## config.mk

```make
export PLATFORM = sky130hd
export DESIGN_NAME = deserializer_demux_param
export DESIGN_NICKNAME = d
export VERILOG_FILES = /design/src/rtl/deserializer_demux_param.sv
export SDC_FILE = /design/constraint.sdc
export NUM_CORES = 1
export LEC_CHECK = 0
export CAP_MARGIN = 20
export CORE_MARGIN = 2
export CORE_UTILIZATION = 40
export DETAILED_ROUTE_END_ITERATION = 10
export PLACE_DENSITY = 0.62
export SKIP_LAST_GASP = 1
export SYNTH_ARGS = -nofsm -noshare
export SYNTH_HDL_FRONTEND = slang
export SYNTH_SLANG_ARGS = --single-unit
export TNS_END_PERCENT = 10
```

## constraint.sdc

```tcl
create_clock -name clk_32f -period 4.6 [get_ports clk_32f]
set_input_delay 1.15 -clock clk_32f [delete_from_list [all_inputs] [get_ports clk_32f]]
set_output_delay 1.15 -clock clk_32f [all_outputs]
set_load 0.005 [all_outputs]
```

## src/rtl/deserializer_demux_param.sv

```systemverilog
// ---------------------------------------------------------------------------
// deserializer_demux_param
//
// Serial-to-parallel deserializer with comma alignment and channel demux.
// Serial bits (MSB of each symbol first) are shifted in every clk_32f cycle.
// The FSM searches for the comma symbol COM at any bit offset. It then
// requires LOCK_CNT consecutive symbol-aligned commas before going ACTIVE.
// While ACTIVE, each aligned symbol is handled as follows:
//   COM   -> frame marker: channel pointer and gap counter restart at 0
//   IDL   -> one-cycle idle_det pulse, pointer unchanged
//   other -> written to channel[ptr], valid_rx[ptr] pulses, ptr advances
// If MAX_GAP consecutive non-comma symbols arrive, sync is dropped.
//
// Ports
//   clk_32f   in   bit clock, rising edge active
//   reset     in   asynchronous, active-low reset
//   data_in   in   serial data, MSB first
//   data_rx   out  NCH*WIDTH channel words, channel i at [i*WIDTH +: WIDTH]
//   valid_rx  out  NCH one-cycle update strobes, at most one set at a time
//   active    out  high while aligned and receiving
//   idle_det  out  one-cycle pulse per aligned IDL symbol while ACTIVE
// ---------------------------------------------------------------------------
module deserializer_demux_param #(
  parameter int               WIDTH    = 8,
  parameter int               NCH      = 4,
  parameter logic [WIDTH-1:0] COM      = 8'hBC,
  parameter logic [WIDTH-1:0] IDL      = 8'h7C,
  parameter int               LOCK_CNT = 4,
  parameter int               MAX_GAP  = 64
) (
  input  logic                 clk_32f,
  input  logic                 reset,
  input  logic                 data_in,
  output logic [NCH*WIDTH-1:0] data_rx,
  output logic [NCH-1:0]       valid_rx,
  output logic                 active,
  output logic                 idle_det
);

  localparam int CNT_W = $clog2(WIDTH);
  localparam int PTR_W = (NCH > 1) ? $clog2(NCH) : 1;

  localparam logic [1:0] S_SEARCH = 2'd0;
  localparam logic [1:0] S_ALIGN  = 2'd1;
  localparam logic [1:0] S_ACTIVE = 2'd2;

  logic [WIDTH-1:0]     shreg_q,    shreg_d;
  logic [CNT_W-1:0]     bit_cnt_q,  bit_cnt_d;
  logic [3:0]           comma_q,    comma_d;
  logic [7:0]           gap_q,      gap_d;
  logic [PTR_W-1:0]     ptr_q,      ptr_d;
  logic [1:0]           state_q,    state_d;
  logic [NCH*WIDTH-1:0] data_q,     data_d;
  logic [NCH-1:0]       valid_q,    valid_d;
  logic                 active_q,   active_d;
  logic                 idle_q,     idle_d;

  logic                 boundary;
  logic                 is_com;
  logic                 is_idl;
  logic                 lost;
  logic [3:0]           comma_inc;
  logic [7:0]           gap_inc;

  // Decisions are made on the registered shift register contents, so a
  // symbol complete after edge k produces its outputs at edge k+1.
  assign boundary  = (bit_cnt_q == CNT_W'(WIDTH - 1));
  assign is_com    = (shreg_q == COM);
  assign is_idl    = (shreg_q == IDL);
  assign comma_inc = comma_q + 4'd1;
  assign gap_inc   = gap_q + 8'd1;

  always_comb begin
    shreg_d   = {shreg_q[WIDTH-2:0], data_in};
    bit_cnt_d = boundary ? '0 : bit_cnt_q + CNT_W'(1);
    comma_d   = comma_q;
    gap_d     = gap_q;
    ptr_d     = ptr_q;
    state_d   = state_q;
    data_d    = data_q;
    valid_d   = '0;
    idle_d    = 1'b0;
    lost      = 1'b0;

    case (state_q)
      S_SEARCH: begin
        // Restarting the bit counter here places the next boundary exactly
        // WIDTH cycles later, when the following symbol is complete.
        if (is_com) begin
          bit_cnt_d = '0;
          comma_d   = 4'd1;
          ptr_d     = '0;
          gap_d     = '0;
          state_d   = (LOCK_CNT == 1) ? S_ACTIVE : S_ALIGN;
        end
      end

      S_ALIGN: begin
        if (boundary) begin
          if (is_com) begin
            comma_d = comma_inc;
            if (comma_inc == 4'(LOCK_CNT)) begin
              state_d = S_ACTIVE;
              ptr_d   = '0;
              gap_d   = '0;
            end
          end else begin
            state_d = S_SEARCH;
            comma_d = '0;
          end
        end
      end

      S_ACTIVE: begin
        if (boundary) begin
          if (is_com) begin
            ptr_d = '0;
            gap_d = '0;
          end else begin
            gap_d = gap_inc;
            if (is_idl) begin
              idle_d = 1'b1;
            end else begin
              data_d[int'(ptr_q)*WIDTH +: WIDTH] = shreg_q;
              valid_d[ptr_q]                     = 1'b1;
              ptr_d = (ptr_q == PTR_W'(NCH - 1)) ? '0 : ptr_q + PTR_W'(1);
            end
            // The symbol that exhausts the gap budget is still delivered;
            // sync is dropped afterwards.
            if (gap_inc == 8'(MAX_GAP)) begin
              state_d = S_SEARCH;
              ptr_d   = '0;
              gap_d   = '0;
              comma_d = '0;
              lost    = 1'b1;
            end
          end
        end
      end

      default: begin
        state_d = S_SEARCH;
        comma_d = '0;
        gap_d   = '0;
        ptr_d   = '0;
      end
    endcase

    // On loss of sync, active stays high for the cycle carrying the last
    // delivered symbol so valid_rx/idle_det never appear without active.
    active_d = (state_d == S_ACTIVE) || lost;
  end

  always_ff @(posedge clk_32f or negedge reset) begin
    if (!reset) begin
      shreg_q   <= '0;
      bit_cnt_q <= '0;
      comma_q   <= '0;
      gap_q     <= '0;
      ptr_q     <= '0;
      state_q   <= S_SEARCH;
      data_q    <= '0;
      valid_q   <= '0;
      active_q  <= 1'b0;
      idle_q    <= 1'b0;
    end else begin
      shreg_q   <= shreg_d;
      bit_cnt_q <= bit_cnt_d;
      comma_q   <= comma_d;
      gap_q     <= gap_d;
      ptr_q     <= ptr_d;
      state_q   <= state_d;
      data_q    <= data_d;
      valid_q   <= valid_d;
      active_q  <= active_d;
      idle_q    <= idle_d;
    end
  end

  assign data_rx  = data_q;
  assign valid_rx = valid_q;
  assign active   = active_q;
  assign idle_det = idle_q;

endmodule

```

==> results of run 1 <==
## final cells by class
cell class	instances	area share (%)
Inverter	8	0.802
Tap cell	99	3.31
Sequential cell	65	43.4
Timing Repair Buffer	42	11.3
Multi-Input combinational cell	216	34.7
Clock inverter	6	3.07
Clock buffer	10	3.41
## power groups by stage
stage                     combinational (mW)  clock (mW)  sequential, mW
after floorplan                       0.0458           0           0.607
after global placement                0.0599           0           0.616
after detailed placement              0.0617           0           0.617
after CTS                             0.0626       0.609           0.606
after global routing                  0.0726       0.636           0.608
final                                 0.0628       0.592           0.605
## state kept, by name, summed over array words and instances, names as in the netlist
signal	cells
idle_det	1
gap_q	8
bit_cnt_q	3
data_rx	32
comma_q	4
shreg_q	8
ptr_q	2
valid_rx	4
state_q	2
active	1
## worst register-to-register path, delay by kind of cell (launching register included)
kind	cells	cell delay (ps)
AO/OA/AOI/OAI	2	480
adder cells (fa/ha/maj)	2	560
flip-flops	1	350
AND/OR/NAND/NOR	3	770
## logic make-up after synthesis
logic type      after synthesis  synth area share, %
buf+inv                      19                 3.31
flops                        65                 53.8
simple gates                123                 20.1
mux                           2                0.827
fa+ha+maj                    11                 4.55
xor+xnor                      5                 1.45
compound gates               75                 16.0
## worst paths after layout
| kind | from | end | slack, ps | cells after the start |
|---|---|---|---|---|
| hold reg to reg | bit_cnt_q[0] | bit_cnt_q[0] | 440 | 1 |
| max in group asynchronous | reset | bit_cnt_q[2] | 3170 | 3 |
| hold / removal | bit_cnt_q[0] | bit_cnt_q[0] | 440 | 1 |
| setup / recovery | data_rx[19] | data_rx[19] | 2220 | 1 |
| setup reg to reg | bit_cnt_q[0] | data_rx[10] | 2310 | 7 |
| min in group asynchronous | reset | data_rx[0] | 660 | 1 |
## metrics by stage
step / instance area [sq um] / hold WS, ps / worst slack, ps
after floorplan: 3020 / 353 / 2700
after global placement: 3480 / 425 / 2330
after detailed placement: 3480 / 442 / 2320
after CTS: 3720 / 448 / 2200
after global routing: 3740 / 459 / 2030
final: 3740 / 442 / 2220
## synthesized netlist by cell type (2+ instances only)
cell type	count
sky130_fd_sc_hd__nor2_1	4
sky130_fd_sc_hd__a22o_1	2
sky130_fd_sc_hd__nor3_1	4
sky130_fd_sc_hd__clkbuf_1	4
sky130_fd_sc_hd__o21ai_1	2
sky130_fd_sc_hd__inv_1	8
sky130_fd_sc_hd__nand2b_1	3
sky130_fd_sc_hd__a32o_1	2
sky130_fd_sc_hd__xor2_1	3
sky130_fd_sc_hd__and2_1	3
sky130_fd_sc_hd__nand3_1	4
sky130_fd_sc_hd__nand3b_1	2
sky130_fd_sc_hd__nand4_1	2
sky130_fd_sc_hd__o21a_1	3
sky130_fd_sc_hd__a21o_1	4
sky130_fd_sc_hd__nor3b_1	4
sky130_fd_sc_hd__buf_2	3
sky130_fd_sc_hd__a31oi_1	2
sky130_fd_sc_hd__ha_1	11
sky130_fd_sc_hd__and3_1	2
sky130_fd_sc_hd__dfrtp_1	65
sky130_fd_sc_hd__xnor2_1	2
sky130_fd_sc_hd__a21oi_1	7
sky130_fd_sc_hd__o21ai_0	38
sky130_fd_sc_hd__nand2_1	77
sky130_fd_sc_hd__nor2b_1	5
sky130_fd_sc_hd__or3_1	3
## metal layers
layer  up-vias  part of all wire (%)  wire length [microns]
met5         -                     0                      0
met4         0                   1.8                    114
met3        10                   3.7                    232
met2        41                    48                   2980
met1      1046                    47                   2940
li1       1123                     -                      -
==> flow_summary.html, run 1 <==
<table>
<tr><th>Metric</th><th>Value</th></tr>
<tr><th colspan="2">Logic synthesis</th></tr>
<tr><td>Dominant register cell in the synthesized netlist</td><td>sky130_fd_sc_hd__dfrtp_1</td></tr>
<tr><td>Async SR Flop Fraction</td><td>100%</td></tr>
<tr><td>Number of enable-type register cells in the synthesized netlist</td><td>0</td></tr>
<tr><td>Number of cells produced by synthesis</td><td>300</td></tr>
<tr><td>Proportion of synthesized chip area in sequential cells</td><td>53.8%</td></tr>
<tr><td>Syn Area/Cell</td><td>between 10 and 15 sq um</td></tr>
<tr><td>Cell area after synthesis</td><td>3020 sq um</td></tr>
<tr><td>Number of synthesized register bits</td><td>65</td></tr>
<tr><td>Share of the synthesized area in the top cell type</td><td>53.8%</td></tr>
<tr><td>Yosys cell types</td><td>58</td></tr>
<tr><td>Number of warnings reported in the yosys synthesis log</td><td>0</td></tr>
<tr><td>Library cell occupying the most area in the post-synthesis netlist</td><td>sky130_fd_sc_hd__dfrtp_1</td></tr>
<tr><td>Post-synthesis net count</td><td>314</td></tr>
<tr><td>Ranking of synthesized cells by area</td><td>sky130_fd_sc_hd__dfrtp_1 (54%), sky130_fd_sc_hd__nand2_1 (9.6%), sky130_fd_sc_hd__o21ai_0 (6.3%), sky130_fd_sc_hd__ha_1 (4.6%), sky130_fd_sc_hd__a21oi_1 (1.2%)</td></tr>
<tr><th colspan="2">Global routing</th></tr>
<tr><td>Met1 usage</td><td>about a fifth</td></tr>
<tr><td>Initial antenna violation count</td><td>0</td></tr>
<tr><td>M2 GR Usage</td><td>24.2%</td></tr>
<tr><td>Maximum number of pins on one net before global-route repair</td><td>51</td></tr>
<tr><td>Met3 track demand over resource</td><td>4.23%</td></tr>
<tr><td>Grt total ovfl</td><td>0</td></tr>
<tr><td>First-pass GRT wire length</td><td>10.3 mm</td></tr>
<tr><td>Number of global-route vias before repair</td><td>2070</td></tr>
<tr><td>Global route hottest layer</td><td>met2</td></tr>
<tr><td>GR Util All Layers</td><td>between 10% and 20%</td></tr>
<tr><th colspan="2">Setup path</th></tr>
<tr><td>Required time of the critical path</td><td>~3500 ps</td></tr>
<tr><td>Category of the worst setup path launch point</td><td>flip-flop</td></tr>
<tr><td>Crit path largest cell delay</td><td>520 ps</td></tr>
<tr><td>Worst Path Max Fanout</td><td>2</td></tr>
<tr><td>Delay-heaviest family, CP</td><td>buffers and inverters</td></tr>
<tr><td>Worst Setup Path Type</td><td>flip-flop to output port</td></tr>
<tr><td>CP cell instances</td><td>clkdlybuf4s50_1</td></tr>
<tr><td>Buffers &amp; Inverters on Critical Path</td><td>1</td></tr>
<tr><td>Arr. time, crit path</td><td>1230 ps</td></tr>
<tr><td>Category of the worst setup path capture point</td><td>output port</td></tr>
<tr><td>Cell at the slowest stage of the critical path</td><td>sky130_fd_sc_hd__clkdlybuf4s50_1</td></tr>
<tr><th colspan="2">Pwr</th></tr>
<tr><td>Leak pwr</td><td>1.62 nW</td></tr>
<tr><td>Logic pwr share</td><td>5.0%</td></tr>
<tr><td>Int Pwr</td><td>0.978 mW</td></tr>
<tr><td>Switch share</td><td>22.4%</td></tr>
<tr><td>Cell area power density</td><td>337 nW/um^2</td></tr>
<tr><td>Reg power frac</td><td>48.0%</td></tr>
<tr><td>Clk network pwr share</td><td>about 47%</td></tr>
<tr><td>Switching power total</td><td>0.283 mW</td></tr>
<tr><td>Sum of internal, switching and leakage power</td><td>1.26 mW</td></tr>
<tr><td>Worst vdd rail ir drop</td><td>between 200 and 300 uV</td></tr>
<tr><th colspan="2">Placement</th></tr>
<tr><td>Cell count after placement</td><td>~430</td></tr>
<tr><td>Dpl hpwl</td><td>4.17 mm</td></tr>
<tr><td>Count of buffers from port buffering</td><td>40</td></tr>
<tr><td>Placer congestion estimate</td><td>0.725</td></tr>
<tr><th colspan="2">Clock tree</th></tr>
<tr><td>Number of buffers inserted for hold repair after clock tree synthesis</td><td>0</td></tr>
<tr><td>Clock slew at reported path FFs</td><td>roughly 70 ps</td></tr>
<tr><td>Clock Sinks</td><td>65</td></tr>
<tr><td>Number of gates resized after cts</td><td>0</td></tr>
<tr><td>Buffers inserted during post-CTS setup optimization</td><td>0</td></tr>
<tr><td>Clk Latency, worst-skew pair</td><td>350 ps</td></tr>
<tr><td>Htree depth</td><td>3</td></tr>
<tr><td>CTS tree</td><td>yes</td></tr>
<tr><td>Root Buffer Master</td><td>sky130_fd_sc_hd__clkbuf_8</td></tr>
<tr><td>Number of buffers on the longest clock path</td><td>2</td></tr>
<tr><td>Cts bufs inserted</td><td>9</td></tr>
<tr><th colspan="2">Floorplan</th></tr>
<tr><td>Initial cell density of the core</td><td>41.5%</td></tr>
<tr><td>Standard cell core area</td><td>7290 sq um</td></tr>
<tr><td>Vertical extent of the die</td><td>91.0 microns</td></tr>
<tr><td>Total die area</td><td>8270 sq um</td></tr>
<tr><td>Horizontal die dimension</td><td>91.0 microns</td></tr>
<tr><td>Number of placement rows</td><td>31</td></tr>
<tr><td>Number of top-level pins</td><td>41</td></tr>
<tr><th colspan="2">Detailed routing</th></tr>
<tr><td>Remaining DRCs</td><td>0</td></tr>
<tr><td>Routed via count</td><td>2220</td></tr>
<tr><td>Initial drt markers</td><td>75</td></tr>
<tr><td>Average detailed-routed wire length per instance</td><td>14.0 microns</td></tr>
<tr><td>Pre-Repair DR Iteration Count</td><td>4</td></tr>
<tr><td>DR vias/cell</td><td>4.98</td></tr>
<tr><td>Antenna viol nets, final</td><td>0</td></tr>
<tr><td>Detailed Route WL</td><td>6.26 mm</td></tr>
<tr><th colspan="2">Timing</th></tr>
<tr><td>Setup violators final</td><td>0</td></tr>
<tr><td>Slew at the pin closest to its max-slew limit</td><td>949 ps</td></tr>
<tr><td>Worst slew slack as a fraction of its limit</td><td>36.6%</td></tr>
<tr><td>Clock skew after layout</td><td>11.0 ps</td></tr>
<tr><td>Hold Vio Cnt, Final</td><td>0</td></tr>
<tr><td>Unrepaired setup endpoints after global routing</td><td>false</td></tr>
<tr><td>Clock period minus final worst setup slack</td><td>between 2000 and 2500 ps</td></tr>
<tr><td>Final Cycle Share</td><td>51.7%</td></tr>
<tr><td>Highest clock rate</td><td>420 MHz</td></tr>
<tr><td>Summed negative setup slack over all endpoints</td><td>0 ps</td></tr>
<tr><td>Max-slew violation count</td><td>0</td></tr>
<tr><th colspan="2">Layout</th></tr>
<tr><td>Non-filler instance count after layout</td><td>446</td></tr>
<tr><td>Multi-input gate area in the final layout</td><td>between 1000 and 1500 sq um</td></tr>
<tr><td>Share of final-layout standard cells stronger than drive strength 1</td><td>a little under 9%</td></tr>
<tr><td>Fillcell total</td><td>721</td></tr>
<tr><td>Syn-to-layout area delta</td><td>23.8%</td></tr>
<tr><td>Antenna Diode Count</td><td>0</td></tr>
<tr><td>Most used cells in the layout excluding fill and tap cells</td><td>sky130_fd_sc_hd__nand2_1 (77), sky130_fd_sc_hd__dfrtp_1 (65), sky130_fd_sc_hd__clkdlybuf4s50_1 (39)</td></tr>
<tr><td>Final core utilization</td><td>approximately half</td></tr>
<tr><td>Nets</td><td>356</td></tr>
<tr><td>FF/Latch Area</td><td>1630 sq um</td></tr>
<tr><td>Most common cell after layout, fill and taps aside</td><td>sky130_fd_sc_hd__nand2_1</td></tr>
<tr><th colspan="2">Flow run</th></tr>
<tr><td>Maximum capacitance violations</td><td>0</td></tr>
<tr><th colspan="2">Status</th></tr>
<tr><td>Run status</td><td>complete, no violations</td></tr>
<tr><th colspan="2">Hold path</th></tr>
<tr><td>Min-delay worst type</td><td>flip-flop to flip-flop</td></tr>
</table>
Note: power is estimated with default switching activity, not from simulation.
==> inputs of run 2 (changes only) <==
==> constraint.sdc (replaced) <==
create_clock -name clk_32f -period 2.4 [get_ports clk_32f]
set_input_delay 0.6 -clock clk_32f [delete_from_list [all_inputs] [get_ports clk_32f]]
set_output_delay 0.6 -clock clk_32f [all_outputs]
set_load 0.005 [all_outputs]
==> run 2 against run 1 <==
Against the previous run:
- core utilization up 0.10 points
- clock-buffer cell count stayed put
- combinational power is 110% higher
- power up 77%
- routed wire length down 3.9%
- largest power group unchanged
==> flow_summary.html, run 2 (same netlist as run 1, synthesis figures left out) <==
<table>
<tr><th>Metric</th><th>Value</th></tr>
<tr><th colspan="2">Placement</th></tr>
<tr><td>Count of buffers from port buffering</td><td>40</td></tr>
<tr><td>Setup slack at placement</td><td>263 ps</td></tr>
<tr><td>Dpl hpwl</td><td>4.21 mm</td></tr>
<tr><td>Placer congestion estimate</td><td>0.774</td></tr>
<tr><th colspan="2">Clock tree</th></tr>
<tr><td>Root Buffer Master</td><td>sky130_fd_sc_hd__clkbuf_8</td></tr>
<tr><td>Number of gates resized after cts</td><td>0</td></tr>
<tr><td>Cts bufs inserted</td><td>9</td></tr>
<tr><td>Clock slew at reported path FFs</td><td>around 70 ps</td></tr>
<tr><td>Clock Sinks</td><td>65</td></tr>
<tr><td>Clk Latency, worst-skew pair</td><td>350 ps</td></tr>
<tr><td>CTS tree</td><td>yes</td></tr>
<tr><td>Htree depth</td><td>3</td></tr>
<tr><td>Number of buffers on the longest clock path</td><td>2</td></tr>
<tr><th colspan="2">Timing</th></tr>
<tr><td>Clock period minus final worst setup slack</td><td>2120 ps</td></tr>
<tr><td>Worst slew slack as a fraction of its limit</td><td>between 60% and 70%</td></tr>
<tr><td>Setup violators final</td><td>0</td></tr>
<tr><td>Max-slew violation count</td><td>0</td></tr>
<tr><td>Unrepaired setup endpoints after global routing</td><td>true</td></tr>
<tr><td>Highest clock rate</td><td>472 MHz</td></tr>
<tr><td>Final Cycle Share</td><td>88.3%</td></tr>
<tr><td>Hold Vio Cnt, Final</td><td>0</td></tr>
<tr><td>Setup ws final</td><td>roughly 280 ps</td></tr>
<tr><td>Slew at the pin closest to its max-slew limit</td><td>456 ps</td></tr>
<tr><td>Clock skew after layout</td><td>about 8.5 ps</td></tr>
<tr><th colspan="2">Pwr</th></tr>
<tr><td>Worst vdd rail ir drop</td><td>315 uV</td></tr>
<tr><td>Leak pwr</td><td>around 1.6 nW</td></tr>
<tr><td>Cell area power density</td><td>a little under 600 nW/um^2</td></tr>
<tr><th colspan="2">Detailed routing</th></tr>
<tr><td>DR vias/cell</td><td>roughly 5</td></tr>
<tr><td>Detailed Route WL</td><td>6.02 mm</td></tr>
<tr><td>Remaining DRCs</td><td>0</td></tr>
<tr><td>Average detailed-routed wire length per instance</td><td>~13 microns</td></tr>
<tr><td>Initial drt markers</td><td>77</td></tr>
<tr><td>Pre-Repair DR Iteration Count</td><td>4</td></tr>
<tr><td>Antenna viol nets, final</td><td>0</td></tr>
<tr><td>Routed via count</td><td>approximately 2200</td></tr>
<tr><th colspan="2">Layout</th></tr>
<tr><td>Most common cell after layout, fill and taps aside</td><td>sky130_fd_sc_hd__nand2_1</td></tr>
<tr><td>Nets</td><td>between 300 and 400</td></tr>
<tr><td>Largest register FFs</td><td>32</td></tr>
<tr><td>Share of final-layout standard cells stronger than drive strength 1</td><td>10.8%</td></tr>
<tr><td>Final core utilization</td><td>51.4%</td></tr>
<tr><td>Multi-input gate area in the final layout</td><td>1300 sq um</td></tr>
<tr><td>Fillcell total</td><td>between 700 and 800</td></tr>
<tr><td>Most used cells in the layout excluding fill and tap cells</td><td>sky130_fd_sc_hd__nand2_1 (77), sky130_fd_sc_hd__dfrtp_1 (65), sky130_fd_sc_hd__clkdlybuf4s50_1 (39)</td></tr>
<tr><td>Syn-to-layout area delta</td><td>24.0%</td></tr>
<tr><td>Antenna Diode Count</td><td>0</td></tr>
<tr><td>FF/Latch Area</td><td>1630 sq um</td></tr>
<tr><th colspan="2">Setup path</th></tr>
<tr><td>Worst Path Max Fanout</td><td>17</td></tr>
<tr><td>Worst reg-to-reg path cell count</td><td>7</td></tr>
<tr><td>Reg2Reg Setup Slack</td><td>280 ps</td></tr>
<tr><td>CP cell instances</td><td>ha_1 -&gt; ha_1 -&gt; nand3b_1 -&gt; a41oi_2 -&gt; nand2_1 -&gt; nand2_1 -&gt; o21ai_0</td></tr>
<tr><td>Delay-heaviest family, CP</td><td>simple AND/OR/NAND/NOR gates</td></tr>
<tr><td>Crit path largest cell delay</td><td>about 380 ps</td></tr>
<tr><td>Start of the worst register-to-register path</td><td>bit_cnt_q[0]</td></tr>
<tr><td>Cell at the slowest stage of the critical path</td><td>sky130_fd_sc_hd__a41oi_2</td></tr>
<tr><td>Buffers &amp; Inverters on Critical Path</td><td>0</td></tr>
<tr><td>Category of the worst setup path launch point</td><td>flip-flop</td></tr>
<tr><td>Endpoint of the worst-slack reg-to-reg timing path</td><td>data_rx[11]</td></tr>
<tr><td>Worst Setup Path Type</td><td>flip-flop to flip-flop</td></tr>
<tr><td>Required time of the critical path</td><td>2610 ps</td></tr>
<tr><td>Category of the worst setup path capture point</td><td>flip-flop</td></tr>
<tr><td>Arr. time, crit path</td><td>2330 ps</td></tr>
<tr><th colspan="2">Flow run</th></tr>
<tr><td>Maximum capacitance violations</td><td>0</td></tr>
<tr><th colspan="2">Hold path</th></tr>
<tr><td>Min-delay worst type</td><td>input pin to asynchronous set/reset pin</td></tr>
<tr><th colspan="2">Global routing</th></tr>
<tr><td>First-pass GRT wire length</td><td>10.3 mm</td></tr>
<tr><td>Initial antenna violation count</td><td>0</td></tr>
<tr><td>GR Util All Layers</td><td>between 10% and 20%</td></tr>
<tr><td>Grt total ovfl</td><td>0</td></tr>
<tr><td>Maximum number of pins on one net before global-route repair</td><td>66</td></tr>
<tr><td>Number of global-route vias before repair</td><td>~2100</td></tr>
<tr><th colspan="2">Floorplan</th></tr>
<tr><td>Total die area</td><td>8270 sq um</td></tr>
<tr><td>Initial cell density of the core</td><td>between 40% and 50%</td></tr>
<tr><td>Number of placement rows</td><td>31</td></tr>
<tr><td>Horizontal die dimension</td><td>91.0 microns</td></tr>
<tr><td>Standard cell core area</td><td>7290 sq um</td></tr>
<tr><td>Vertical extent of the die</td><td>91.0 microns</td></tr>
<tr><td>Number of top-level pins</td><td>41</td></tr>
<tr><th colspan="2">Status</th></tr>
<tr><td>Run status</td><td>complete, no violations</td></tr>
</table>
[run 2: area by class of cell]
cell class              instances  share of cell area [%]
inverters                       8                   0.801
repair buffers                 48                    12.5
flip-flops and latches         65                    43.4
clock inverters                 6                    1.80
well taps                      99                    3.30
clock buffers                  10                    3.67
multi-input cells             216                    34.6
[run 2: routing by layer]
metal  GRT usage [%]  routed length, microns  vias to the layer above
li1                -                       -                     1133
met1            21.3                    2880                     1055
met2            23.3                    2700                       48
met3            5.15                     311                       12
met4            6.44                     127                        0
met5               0                       0                        -
[run 2: report_power, final]
part	leakage (nW)	switching [mW]	total, mW	internal, mW
logic	0.654	0.0725	0.133	0.0609
clock network	0.0985	0.429	0.937	0.509
registers	0.881	0.0320	1.16	1.13
total	1.63	0.533	2.23	1.70
[run 2: worst max-delay path by stage]
stage | from | to | slack [ps] | cells after the start
global route | bit_cnt_q[0] | data_rx[28] | -0.1 | 7
finish | bit_cnt_q[0] | data_rx[11] | 280 | 7
CTS | bit_cnt_q[0] | data_rx[14] | 250 | 7
floorplan | bit_cnt_q[0] | gap_q[2] | 500 | 7
detailed placement | bit_cnt_q[0] | data_rx[14] | 260 | 7
global placement | bit_cnt_q[0] | data_rx[13] | 350 | 7
[run 2: worst reg2reg max path: stages, from the launching register on]
cell and delay [ps]:
sky130_fd_sc_hd__dfrtp_1 350, sky130_fd_sc_hd__ha_1 160, sky130_fd_sc_hd__ha_1 300, sky130_fd_sc_hd__nand3b_1 180, sky130_fd_sc_hd__a41oi_2 380, sky130_fd_sc_hd__nand2_1 380, sky130_fd_sc_hd__nand2_1 160, sky130_fd_sc_hd__o21ai_0 90
[run 2: through the flow]
step                      cells  TNS, ps  hold slack, ps  total power, mW  area, sq um
after floorplan             300        0             304             1.25         3020
after global placement      436        0             424             1.31         3550
after detailed placement    436        0             429             1.32         3550
after CTS                   452        0             270             2.26         3750
after global routing        452   -0.101             286             2.31         3750
final                       452        0             258             2.23         3750
[run 2: what timing repair did]
| action | 4_1_cts | 5_1_grt |
|---|---|---|
| setup endpoints to repair | 0 | 1 |
| hold buffers | 0 | 0 |
| buffers inserted | 0 | 0 |
